==> config.mk <==
export PLATFORM = sky130hd
export DESIGN_NAME = led_ram_arbiter
export DESIGN_NICKNAME = d
export VERILOG_FILES = /design/src/rtl/led_ram_arbiter.sv
export SDC_FILE = /design/constraint.sdc
export NUM_CORES = 1
export LEC_CHECK = 0
export ABC_AREA = 1
export BUFFER_PORTS_ARGS = -buffer_cell sky130_fd_sc_hd__buf_2
export CORE_ASPECT_RATIO = 0.8
export CORE_MARGIN = 5
export CORE_UTILIZATION = 45
export DETAILED_ROUTE_END_ITERATION = 8
export GPL_ROUTABILITY_DRIVEN = 0
export PLACE_DENSITY_LB_ADDON = 0.15
export SETUP_SLACK_MARGIN = 0.3
export SYNTH_ARGS = -nofsm -noshare
export SYNTH_HDL_FRONTEND = slang
export SYNTH_SLANG_ARGS = --single-unit
==> constraint.sdc <==
create_clock -name clk -period 2 [get_ports clk]
set_clock_uncertainty 0.2 [all_clocks]
set_input_delay 0.4 -clock clk [delete_from_list [all_inputs] [get_ports clk]]
set_output_delay 0.4 -clock clk [all_outputs]
set_load 0.05 [all_outputs]
==> src/rtl/led_ram_arbiter.sv <==
// rtl/led_ram_arbiter.sv - arbitrates pen writes and scanner reads onto a one-hot addressed LED RAM
module led_ram_arbiter #(
    parameter int SCAN_BURST = 4
) (
    input  logic       clk,
    input  logic       rst_n,
    input  logic       pen_req,
    input  logic [2:0] pen_row,
    input  logic [2:0] pen_col,
    input  logic [3:0] pen_data,
    output logic       pen_ack,
    input  logic       scan_req,
    input  logic [2:0] scan_row,
    input  logic [2:0] scan_col,
    output logic       scan_ack,
    output logic [3:0] scan_data,
    output logic [7:0] ram_addr_row,
    output logic [7:0] ram_addr_col,
    output logic [3:0] ram_data,
    output logic       ram_we,
    input  logic [3:0] ram_led_data,
    output logic       busy
);

    localparam logic [3:0] LP_BURST = 4'(SCAN_BURST);

    typedef enum logic [2:0] {
        S_IDLE,
        S_WR_SETUP,
        S_WR_PULSE,
        S_WR_HOLD,
        S_RD_ADDR,
        S_RD_WAIT
    } state_t;

    state_t     r_state;
    logic       r_pen_ack;
    logic       r_scan_ack;
    logic [3:0] r_scan_data;
    logic [7:0] r_ram_addr_row;
    logic [7:0] r_ram_addr_col;
    logic [3:0] r_ram_data;
    logic       r_ram_we;
    logic       r_busy;
    logic [3:0] r_scan_streak;

    logic w_pick_pen;
    logic w_grant_pen;
    logic w_grant_scan;

    function automatic logic [7:0] f_onehot(input logic [2:0] a);
        f_onehot = 8'd1 << a;
    endfunction

    // The turn decision uses raw requests; if the chosen side is still acking,
    // nobody is granted this cycle so the other side cannot jump the queue.
    assign w_pick_pen   = pen_req && (!scan_req || (r_scan_streak == LP_BURST));
    assign w_grant_pen  = (r_state == S_IDLE) && w_pick_pen && !r_pen_ack;
    assign w_grant_scan = (r_state == S_IDLE) && !w_pick_pen && scan_req && !r_scan_ack;

    always_ff @(posedge clk or negedge rst_n) begin
        if (!rst_n) begin
            r_state        <= S_IDLE;
            r_pen_ack      <= 1'b0;
            r_scan_ack     <= 1'b0;
            r_scan_data    <= 4'h0;
            r_ram_addr_row <= 8'b0000_0001;
            r_ram_addr_col <= 8'b0000_0001;
            r_ram_data     <= 4'h0;
            r_ram_we       <= 1'b0;
            r_busy         <= 1'b0;
            r_scan_streak  <= 4'd0;
        end else begin
            r_pen_ack  <= 1'b0;
            r_scan_ack <= 1'b0;
            r_ram_we   <= 1'b0;
            case (r_state)
                S_IDLE: begin
                    if (w_grant_pen) begin
                        r_state        <= S_WR_SETUP;
                        r_busy         <= 1'b1;
                        r_ram_addr_row <= f_onehot(pen_row);
                        r_ram_addr_col <= f_onehot(pen_col);
                        r_ram_data     <= pen_data;
                        r_scan_streak  <= 4'd0;
                    end else if (w_grant_scan) begin
                        r_state        <= S_RD_ADDR;
                        r_busy         <= 1'b1;
                        r_ram_addr_row <= f_onehot(scan_row);
                        r_ram_addr_col <= f_onehot(scan_col);
                        if (r_scan_streak != LP_BURST) begin
                            r_scan_streak <= r_scan_streak + 4'd1;
                        end
                    end
                end
                S_WR_SETUP: begin
                    r_state  <= S_WR_PULSE;
                    r_ram_we <= 1'b1;
                end
                S_WR_PULSE: begin
                    r_state   <= S_WR_HOLD;
                    r_pen_ack <= 1'b1;
                end
                S_WR_HOLD: begin
                    r_state <= S_IDLE;
                    r_busy  <= 1'b0;
                end
                S_RD_ADDR: begin
                    r_state <= S_RD_WAIT;
                end
                S_RD_WAIT: begin
                    r_state     <= S_IDLE;
                    r_busy      <= 1'b0;
                    r_scan_ack  <= 1'b1;
                    r_scan_data <= ram_led_data;
                end
                default: begin
                    r_state <= S_IDLE;
                    r_busy  <= 1'b0;
                end
            endcase
        end
    end

    assign pen_ack      = r_pen_ack;
    assign scan_ack     = r_scan_ack;
    assign scan_data    = r_scan_data;
    assign ram_addr_row = r_ram_addr_row;
    assign ram_addr_col = r_ram_addr_col;
    assign ram_data     = r_ram_data;
    assign ram_we       = r_ram_we;
    assign busy         = r_busy;

endmodule

=== Word level (Yosys, flattened, before mapping) ===
Cells that the tools add are included.
W data, S select, Z words.

* Register bits: 35
* Input bits: 24
* Output and inout port bits: 28
* Word-level logic and storage cells: 58

* $add $sub $neg: 1
* Equal/unequal tests: 7
* Shift operators: 4
* Multiplexer cells: 16
* Bitwise gates (word level): 1
* Reduce and logical (&&, ||, !) cells: 19

{| class="wikitable"
|+ Operator list
! operator !! count
|-
| $mux W8 || 4
|-
| $shl A1 B3 Y8 const A || 4
|-
| $mux W4 || 3
|-
| $pmux W3 S4 || 1
|-
| $eq A3 B3 Y1 const B || 2
|-
| $logic_and A1 B1 Y1 || 6
|-
| $mux W3 || 2
|-
| $reduce_and A2 Y1 || 3
|-
| $mux W1 || 5
|-
| $add A4 B1 Y4 const B || 1
|-
| $eq A4 B3 Y1 const B || 1
|-
| $logic_not A1 Y1 || 4
|-
| $ne A4 B3 Y1 const B || 1
|-
| $reduce_bool A2 Y1 || 2
|-
| $eq A3 B1 Y1 const B || 1
|-
| $eq A3 B2 Y1 const B || 1
|-
| $logic_not A3 Y1 || 1
|-
| $ne A3 B3 Y1 const B || 1
|-
| $reduce_and A3 Y1 || 1
|-
| $reduce_or A3 Y1 || 1
|-
| $pmux W1 S2 || 1
|-
| $logic_or A1 B1 Y1 || 1
|-
| $not A1 Y1 || 1
|}

=== Longest topological paths before layout ===
Gate-level depths: netlist (run 1).

* Depth after elaboration: 10
* Gate-level depth with buffers: 11
* Depth with buffers taken out: 10

=== Worst setup path after synthesis (run 1) ===
Ideal clock, no wire load.

* Path kind: register -> register
* Start: register r_scan_streak[0]
* End: register r_ram_addr_col[1], in the netlist ram_addr_col[1]
* Setup time: 0.066 ns
* Arrival time: 1.508 ns
* Data required time: 1.734 ns
* Slack: 0.226 ns
* Stages on the path, launching flop included: 11
* Path buffers: 1
* Period minus slack after synthesis: 1.774 ns
* Cell sequence: dfrtp_1 -> inv_1 -> ha_1 -> nand3_4 -> nand2_4 -> a21oi_2 -> nor2_2 -> buf_6 -> nor2_4 -> nand2_1 -> nand2_1

* Longest elaborated chain between the ends: 9
* Elaborated cells between the ends (all ways): 12
* Those cells by class: 1 x eq/ne; 1 x mux; 10 x reduce/logical

{| class="wikitable"
|+ RTL lines
! item !! RTL line !! text
|-
| start: declaration || 45 || <nowiki>logic [3:0] r_scan_streak;</nowiki>
|-
| start signal: assignment || 92 || <nowiki>r_scan_streak <= r_scan_streak + 4'd1;</nowiki>
|-
| $eq A4 B3 Y1 * || 57 || <nowiki>assign w_pick_pen = pen_req && (!scan_req || (r_scan_streak == LP_BURST));</nowiki>
|-
| $logic_or A1 B1 Y1 * || 57 ||
|-
| $logic_and A1 B1 Y1 * || 57 ||
|-
| $logic_not A1 Y1 || 59 || <nowiki>assign w_grant_scan = (r_state == S_IDLE) && !w_pick_pen && scan_req && !r_scan_ack;</nowiki>
|-
| $logic_and A1 B1 Y1 (3 in a row) || 59 ||
|-
| $reduce_bool A2 Y1 (no line) || n/a ||
|-
| $reduce_and A2 Y1 (no line) || n/a ||
|-
| end signal: assignment || 83 || <nowiki>r_ram_addr_col <= f_onehot(pen_col);</nowiki>
|-
| end signal: assignment || 90 || <nowiki>r_ram_addr_col <= f_onehot(scan_col);</nowiki>
|-
| end: declaration || 41 || <nowiki>logic [7:0] r_ram_addr_col;</nowiki>
|}

Mark *: on every way between the ends. The rest lies on a longest branch, timed or not.
A chain may end at the register's enable or synchronous reset.

=== Final worst setup path (run 1) ===
* Start: register r_scan_streak[0]
* End: register r_ram_addr_col[7], in the netlist ram_addr_col[7]

Same word-level chain as after synthesis.

==> results.sh, run 1 <==
export IMPL_layout_min_cycle_time_ns=1.791
export IMPL_drive_above_1_share_pct=40.00
export IMPL_rsz0062_at_grt="true"
export IMPL_num_io_pins=52
export IMPL_hold_viol=0
export IMPL_vdd_drop_max_v=0.001022
export IMPL_worst_setup_path_end_kind="flop"
export IMPL_synth_nets=254
export IMPL_core_area_um2=3829
export IMPL_syn_inst=228
export IMPL_status="complete, no violations"
export IMPL_fill_cells=318
export IMPL_p_leak_nw=1.458
export IMPL_worst_path_max_fanout=7
export IMPL_die_w_um=80.48
export IMPL_startpoint_type="flop"
export IMPL_first_iter_violations=94
export IMPL_dpl_cell_area_um2=2162
export IMPL_synth_top_family_by_area="simple AND/OR/NAND/NOR gates"
export IMPL_finalSetupViolCount=0
export IMPL_final_util_pct=67.16
export IMPL_cp_required_ns=2.04
export IMPL_clk_pin_slew_ns=0.08
export IMPL_antenna_diode_count=0
export IMPL_vias=1663
export IMPL_die_height_um=66.38
export IMPL_dp_cells=335
export IMPL_slew_viol_final=0
export IMPL_grt_overflow=0
export IMPL_final_cell_mix="100 x nand2_1, 49 x buf_2, 33 x dfrtp_1"
export IMPL_cts_tree="yes"
export IMPL_hold_path_class="in2reg"
export IMPL_power_density_nw_per_um2=1595
export IMPL_tightest_slew_ns=0.4362
export IMPL_initial_core_util_pct=46.70
export IMPL_hpwl_um=2925
export IMPL_antenna_found_initial=0
export IMPL_yosysSeqAreaShare_pct=49.13
export IMPL_fin_area_um2=2571
export IMPL_ant_nets=0
export IMPL_clk_path_buf_depth=2
export IMPL_fin_cells=365
export IMPL_maxCapViolCount=0
export IMPL_grt_max_degree=19
export IMPL_synth_simple_area_share_pct=38.70
export IMPL_arrival_ns=1.83
export IMPL_synth_adder_area_share_pct=1.400
export IMPL_layout_commonest_cell="nand2_1"
export IMPL_drt_wl_total_um=4365
export IMPL_die_area_um2=5342
export IMPL_timing_final_crit_share_pct=89.57
export IMPL_wl_per_cell_um=11.96
export IMPL_clock_latency_ns=0.30
export IMPL_firstDrtPassIters=4
export IMPL_ys_ff_latch=35
export IMPL_grt_util_all_layers_pct=17.69
export IMPL_syn_avg_cell_area_um2=7.842
export IMPL_ys_types=27
export IMPL_synth_xor_xnor_area_share_pct=0.4899
export IMPL_cts_root_buf="clkbuf_8"
export IMPL_grt_pass1_wl_um=7141
export IMPL_cts_sinks=35
export IMPL_viasPerCell=4.556
export IMPL_slew_headroom_pct=70.92
export IMPL_port_buffers=51
export IMPL_grt_pass1_vias=1533
export IMPL_ys_warn_count=0
export IMPL_max_freq_ghz=0.5582
export IMPL_muxShareOfSynthArea_pct=0
export IMPL_nets=335
export IMPL_synth_compound_area_share_pct=2.519
export IMPL_crit_type="reg2reg"
export IMPL_rows=20
export IMPL_syn_area_um2=1788
export IMPL_h_tree_depth=2
export IMPL_area_growth_pct=43.81
export IMPL_drc=0
export IMPL_numCtsBuffers=5
final cells by class:
class | count | area (um^2) | share of cell area (%)
repair buffers | 80 | 523.0 | 20.34
multi-input cells | 162 | 890.9 | 34.65
flip-flops and latches | 35 | 878.3 | 34.16
inverters | 25 | 93.84 | 3.650
well taps | 55 | 68.82 | 2.676
clock buffers | 5 | 68.82 | 2.676
clock inverters | 3 | 47.55 | 1.849
registers in the layout, summed over array words and instances, names as in the netlist:
name,cells
ram_we,1
scan_data,4
r_state,3
ram_addr_row,8
ram_data,4
ram_addr_col,8
busy,1
pen_ack,1
r_scan_streak,4
scan_ack,1
Yosys cell counts:
cell | number | share of area [%]
a21oi_1 | 2 | 0.56
a21oi_2 | 1 | 0.49
buf_2 | 3 | 0.84
buf_6 | 2 | 1.3
clkbuf_1 | 2 | 0.42
dfrtp_1 | 33 | 46
dfstp_2 | 2 | 2.9
ha_1 | 2 | 1.4
inv_1 | 24 | 5.0
inv_2 | 1 | 0.21
nand2_1 | 108 | 23
nand2_2 | 1 | 0.35
nand2_4 | 2 | 1.3
nand3_1 | 1 | 0.28
nand3_2 | 1 | 0.56
nand3_4 | 1 | 0.98
nand4_1 | 15 | 5.2
nor2_1 | 13 | 2.7
nor2_2 | 2 | 0.70
nor2_4 | 3 | 1.9
nor2_8 | 1 | 1.1
nor3_1 | 2 | 0.56
o2111ai_1 | 1 | 0.49
o211ai_1 | 1 | 0.42
o21ai_0 | 2 | 0.56
or2_2 | 1 | 0.35
xor2_1 | 1 | 0.49
path summary, 6_finish.rpt:
kind / slack [ns] / startpoint / endpoint / depth (start not counted)
setup / recovery: 0.21 / r_scan_streak[0] / ram_addr_col[7] / 10
hold / removal: 0.1 / ram_led_data[2] / scan_data[2] / 3
setup reg to reg: 0.21 / r_scan_streak[0] / ram_addr_col[7] / 10
hold reg to reg: 0.27 / ram_addr_col[0] / ram_addr_col[0] / 2
max in group asynchronous: 0.71 / rst_n / ram_addr_row[0] / 3
min in group asynchronous: 0.37 / rst_n / scan_data[2] / 2
report_power, final:
group	internal, mW	switching (mW)	total, mW
clock	0.378	0.291	0.669
combinational	0.776	1.51	2.29
sequential	0.963	0.182	1.14
total	2.12	1.98	4.10
worst max-delay path, stage by stage (launching register included):
cell and delay [ns]:
dfrtp_1 0.40, inv_2 0.08, ha_4 0.13, nand3_4 0.09, nand2_8 0.14, a21oi_4 0.08, nor2_4 0.24, buf_4 0.16
buf_6 0.11, nand2_1 0.05, nand2_1 0.05
cell families after synthesis:
family,Yosys count
AND/OR/NAND/NOR,151
flip-flops,35
buffers and inverters,32
AO/OA/AOI/OAI,7
adder cells (fa/ha/maj),2
XOR/XNOR,1
stage by stage:
step	power [mW]	hold WS [ns]	worst slack, ns	TNS (ns)
2_1_floorplan	2.560	-0.09559	0.2751	0
3_3_place_gp	2.971	0.1658	0.04513	0
3_5_place_dp	2.989	0.1674	-0.02427	-0.06985
4_1_cts	3.850	0.09227	0.2544	0
5_1_grt	4.366	0.09315	0.09989	0
6_report	4.102	0.09545	0.2085	0
routing by layer:
metal / vias up / GRT usage (%) / part of all wire (%) / wire [um]
li1: 871 / - / - / -
met1: 753 / 23.76 / 47 / 2036
met2: 37 / 26.86 / 48 / 2084
met3: 2 / 6.267 / 5.2 / 229
met4: 0 / 5.063 / 0.34 / 15
met5: - / 0 / 0 / 0
repair_timing:
action                                  in CTS  in global routing
hold buffers                                 1                  0
endpoints found under the setup margin      27                 28
gates resized for setup                     10                 28
endpoints found under the hold margin       16                  0
setup buffers                                8                  9
pin swaps                                    5                 13
cloned                                       1                  3
No activity file was read; power rests on OpenSTA's default activity.
==> run 2, diff against run 1 <==
- PLACE_DENSITY: default -> 0.78
- PLACE_DENSITY_LB_ADDON: 0.15 -> default
==> run 2 against run 1 <==
- routed wire length grew 5.9%
- global-route usage grew 0.20 points
- register-to-register slack gained 0.03 ns
- critical endpoint is now ram_addr_col[3]
==> results.sh, run 2 (synthesis results as in run 1) <==
export IMPL_status="complete, no violations"
export IMPL_comb_power_share_pct=57.1
export IMPL_p_leak_nw=1.389
export IMPL_layout_commonest_cell="nand2_1"
export IMPL_cts_tree="yes"
export IMPL_maxCapViolCount=0
export IMPL_hold_path_class="in2reg"
export IMPL_die_area_um2=5342
export IMPL_slew_viol_final=0
export IMPL_grt_overflow=0
export IMPL_viasPerCell=4.921
export IMPL_drive_above_1_share_pct=33.89
export IMPL_ant_nets=0
export IMPL_firstDrtPassIters=4
export IMPL_rsz0062_at_grt="true"
export IMPL_nets=326
export IMPL_p_sw_share_pct=50.63
export IMPL_initial_core_util_pct=46.70
export IMPL_setup_tns_ns=0
export IMPL_num_io_pins=52
export IMPL_first_iter_violations=145
export IMPL_dp_cells=335
export IMPL_layout_min_cycle_time_ns=1.763
export IMPL_rows=20
export IMPL_timing_final_crit_share_pct=88.13
export IMPL_worst_setup_path_end_kind="flop"
export IMPL_cts_sinks=35
export IMPL_hold_viol=0
export IMPL_grt_pass1_vias=1652
export IMPL_numCtsBuffers=5
export IMPL_clkPwrFrac_pct=13.0
export IMPL_max_freq_ghz=0.5674
export IMPL_cp_required_ns=2.02
export IMPL_power_density_nw_per_um2=1574
export IMPL_antenna_found_initial=0
export IMPL_grt_pass1_wl_um=7417
export IMPL_area_growth_pct=34.22
export IMPL_grt_max_degree=36
export IMPL_p_int_mw=1.865
export IMPL_grt_util_all_layers_pct=17.90
export IMPL_vias=1752
export IMPL_drt_wl_total_um=4621
export IMPL_hpwl_um=3072
export IMPL_drc=0
export IMPL_final_seq_area_um2=878.3
export IMPL_die_height_um=66.38
export IMPL_core_area_um2=3829
export IMPL_p_switching_mw=1.912
export IMPL_clock_latency_ns=0.29
export IMPL_finalSetupViolCount=0
export IMPL_slew_headroom_pct=71.34
export IMPL_wl_per_cell_um=12.98
export IMPL_worst_path_max_fanout=6
export IMPL_clk_path_buf_depth=2
export IMPL_fin_cells=356
export IMPL_port_buffers=51
export IMPL_p_seq_share_pct=29.8
export IMPL_crit_type="reg2reg"
export IMPL_cts_root_buf="clkbuf_8"
export IMPL_clk_pin_slew_ns=0.07
export IMPL_die_w_um=80.48
export IMPL_final_cell_mix="108 x nand2_1, 51 x buf_2, 33 x dfrtp_1"
export IMPL_h_tree_depth=2
export IMPL_multiInputGateArea_um2=850.8
export IMPL_vdd_drop_max_v=0.001309
export IMPL_hold_slack_ns=0.1070
export IMPL_startpoint_type="flop"
export IMPL_fill_cells=325
export IMPL_arrival_ns=1.79
export IMPL_tightest_slew_ns=0.4299
export IMPL_antenna_diode_count=0
run 2: per-layer routing:
layer	GRT usage, %	share of wire, %	vias up
li1	-	-	855
met3	5.586	7.6	10
met1	24.46	44	819
met2	26.65	47	68
met4	6.329	1.5	0
met5	0	0	-
run 2: per-stage QoR:
stage / util (%) / cell area [um^2] / total power, mW / setup slack, ns
finish: 62.68 / 2400 / 3.777 / 0.2375
global route: 62.68 / 2400 / 4.023 / 0.1219
CTS: 61.34 / 2349 / 3.685 / 0.2932
detailed placement: 56.14 / 2150 / 2.990 / 0.08861
global placement: 56.14 / 2150 / 2.965 / 0.1443
floorplan: - / 1810 / 2.560 / 0.2751
run 2: cell type report:
cell class,instances,area share [%]
Sequential cell,35,36.60
Clock inverter,1,0.2086
Multi-Input combinational cell,162,35.45
Clock buffer,7,3.180
Inverter,25,3.910
Tap cell,55,2.868
Timing Repair Buffer,71,17.78
run 2: what timing repair did:
item	CTS	global route
setup endpoints to repair	26	27
hold buffers	1	0
pin swaps	10	2
endpoints found under the hold margin	33	0
cloned	1	1
resized for setup	10	8
setup buffers	9	1
run 2: final timing paths:
| path | from | endpoint | slack [ns] | depth (start not counted) |
|---|---|---|---|---|
| max | r_scan_streak[0] | ram_addr_col[3] | 0.24 | 11 |
| min | pen_data[1] | ram_data[1] | 0.11 | 3 |
| max reg2reg | r_scan_streak[0] | ram_addr_col[3] | 0.24 | 11 |
| min reg2reg | scan_data[2] | scan_data[2] | 0.26 | 2 |
| max in group asynchronous | rst_n | ram_addr_col[0] | 0.80 | 3 |
| min in group asynchronous | rst_n | ram_addr_col[6] | 0.47 | 3 |
run 2: critical path, stage by stage, from the launching register on:
cell     delay (ns)
dfrtp_1        0.39
inv_2          0.10
ha_4           0.15
nand3_4        0.09
nand2_8        0.13
nand2_4        0.07
nor2_8         0.10
nor2_4         0.08
buf_6          0.13
nor2_4         0.13
nand2_1        0.07
nand2_1        0.06
run 2: power by group through the flow:
stage / clock [mW] / sequential [mW] / combinational, mW
after floorplan: 0 / 1.77 / 0.789
after detailed placement: 0 / 1.14 / 1.85
after global routing: 0.529 / 1.16 / 2.33
after global placement: 0 / 1.14 / 1.83
final: 0.491 / 1.13 / 2.16
after CTS: 0.499 / 1.12 / 2.06
==> run 3, diff against run 2 <==
- REMOVE_ABC_BUFFERS: default -> 1
==> run 3 against run 2 <==
- via count is 2.5% higher
- critical path type unchanged
- highest routed layer unchanged
- largest power group unchanged
- routed wire length grew 8.5%
- global-route usage increased by 2.0 points
==> results.sh, run 3 (synthesis results as in run 1) <==
export IMPL_p_sw_share_pct=46.86
export IMPL_vias=1795
export IMPL_h_tree_depth=2
export IMPL_hold_slack_ns=0.09558
export IMPL_grt_max_degree=19
export IMPL_slew_viol_final=0
export IMPL_antenna_found_initial=0
export IMPL_gr_usage_met1_pct=24.03
export IMPL_r2r_cells=9
export IMPL_slew_headroom_pct=70.90
export IMPL_layout_min_cycle_time_ns=1.808
export IMPL_rsz0062_at_grt="true"
export IMPL_cp_required_ns=1.99
export IMPL_finalSetupViolCount=0
export IMPL_crit_top_cell="nand2_1"
export IMPL_grt_pass1_vias=1808
export IMPL_core_area_um2=3829
export IMPL_crit_family="simple AND/OR/NAND/NOR gates"
export IMPL_grt_util_all_layers_pct=19.88
export IMPL_min_delay_start="ram_led_data[3]"
export IMPL_numCtsBuffers=5
export IMPL_top_usage_layer="met2"
export IMPL_die_height_um=66.38
export IMPL_cts_root_buf="clkbuf_8"
export IMPL_layout_commonest_cell="nand2_1"
export IMPL_arrival_ns=1.80
export IMPL_nets=344
export IMPL_dp_cells=338
export IMPL_r2r_slack_ns=0.19
export IMPL_wl_per_cell_um=13.40
export IMPL_worst_setup_path_end_kind="flop"
export IMPL_p_seq_share_pct=26.3
export IMPL_rows=20
export IMPL_clk_pin_slew_ns=0.07
export IMPL_cts_sinks=35
export IMPL_p_leak_nw=1.518
export IMPL_final_cell_mix="97 x nand2_1, 49 x buf_2, 31 x dfrtp_1"
export IMPL_crit_slowest_cell="dfrtp_2"
export IMPL_grt_overflow=0
export IMPL_num_io_pins=52
export IMPL_maxCapViolCount=0
export IMPL_tightest_slew_ns=0.4365
export IMPL_antenna_diode_count=0
export IMPL_max_stage_delay_ns=0.44
export IMPL_timing_final_crit_share_pct=90.42
export IMPL_drive_above_1_share_pct=42.95
export IMPL_hpwl_um=3176
export IMPL_hold_viol=0
export IMPL_ant_nets=0
export IMPL_worst_path_max_fanout=6
export IMPL_hold_path_depth=3
export IMPL_cp_num_buf_inv=1
export IMPL_die_area_um2=5342
export IMPL_cts_tree="yes"
export IMPL_critical_path_cell_chain="nor2_4 -> nand2_2 -> nor2_4 -> buf_4 -> nand4_1 -> nand2_1 -> nor2_1 -> nand2_1 -> nand2_1"
export IMPL_drc=0
export IMPL_rr_startpoint="r_state[1]"
export IMPL_grt_pass1_wl_um=8010
export IMPL_initial_core_util_pct=46.70
export IMPL_status="complete, no violations"
export IMPL_p_int_mw=2.292
export IMPL_gr_usage_met2_pct=32.02
export IMPL_area_growth_pct=50.59
export IMPL_p_switching_mw=2.021
export IMPL_die_w_um=80.48
export IMPL_startpoint_type="flop"
export IMPL_port_buffers=51
export IMPL_clkPwrFrac_pct=15.4
export IMPL_vdd_drop_max_v=0.001172
export IMPL_comb_power_share_pct=58.4
export IMPL_viasPerCell=4.799
export IMPL_crit_type="reg2reg"
export IMPL_power_density_nw_per_um2=1601
export IMPL_r2r_end="ram_addr_row[4]"
export IMPL_whs_endpoint="scan_data[3]"
export IMPL_first_iter_violations=79
export IMPL_firstDrtPassIters=4
export IMPL_hold_path_class="in2reg"
export IMPL_use_met3_pct=5.450
export IMPL_clock_latency_ns=0.30
export IMPL_fin_cells=374
export IMPL_max_freq_ghz=0.5530
export IMPL_drt_wl_total_um=5013
export IMPL_clk_path_buf_depth=2
-- run 3: cell type report --
type                            count  area, um^2
Clock inverter                      2       35.03
Clock buffer                        6       82.58
Inverter                           25       93.84
Multi-Input combinational cell    162       893.4
Timing Repair Buffer               89       638.1
Fill cell                         284        1136
Sequential cell                    35       880.8
Tap cell                           55       68.82
-- run 3: worst reg2reg max path: cells and delay by family, from the launching register on --
kind / cells / cell delay [ns]
buffers and inverters: 1 / 0.19
AND/OR/NAND/NOR: 8 / 0.87
flip-flops: 1 / 0.44
-- run 3: stage by stage --
| step | setup slack, ns | setup TNS, ns | cell area (um^2) | total power, mW | utilization [%] |
|---|---|---|---|---|---|
| after global routing | 0.06680 | 0 | 2693 | 4.603 | 70.33 |
| after detailed placement | -0.01513 | -0.02573 | 2162 | 3.014 | 56.47 |
| after global placement | 0.05859 | 0 | 2162 | 2.961 | 56.47 |
| after floorplan | -0.2037 | -2.325 | 1743 | 2.479 | - |
| final | 0.1916 | 0 | 2693 | 4.312 | 70.33 |
| after CTS | 0.1706 | 0 | 2502 | 3.989 | 65.36 |
-- run 3: worst max path at each step --
stage                      endpoint  slack, ns  cells after the start             start
floorplan           ram_addr_col[4]      -0.20                     10  r_scan_streak[0]
global placement    ram_addr_col[1]       0.06                     12  r_scan_streak[0]
detailed placement  ram_addr_col[3]      -0.02                     12  r_scan_streak[0]
CTS                 ram_addr_col[3]       0.17                     12  r_scan_streak[0]
global route        ram_addr_row[4]       0.07                      9        r_state[1]
finish              ram_addr_row[4]       0.19                      9        r_state[1]
-- run 3: repair_timing --
| action | in CTS | in global routing |
|---|---|---|
| hold buffers | 1 | 0 |
| resized for setup | 26 | 27 |
| gates cloned | 1 | 3 |
| pin swaps | 10 | 10 |
| hold endpoints to repair | 17 | 0 |
| setup buffers | 14 | 9 |
| endpoints found under the setup margin | 27 | 28 |
-- run 3: power groups by stage --
stage               clock network, mW  logic [mW]  registers, mW
floorplan                           0       0.709           1.77
global placement                    0        1.83           1.13
detailed placement                  0        1.88           1.14
CTS                             0.671        2.19           1.12
global route                    0.715        2.72           1.17
finish                          0.663        2.52           1.13
-- run 3: per-layer routing --
layer,part of all wire [%],up-vias
met5,0,-
met4,2.5,0
met3,5.4,14
met2,48,52
met1,44,839
li1,-,890
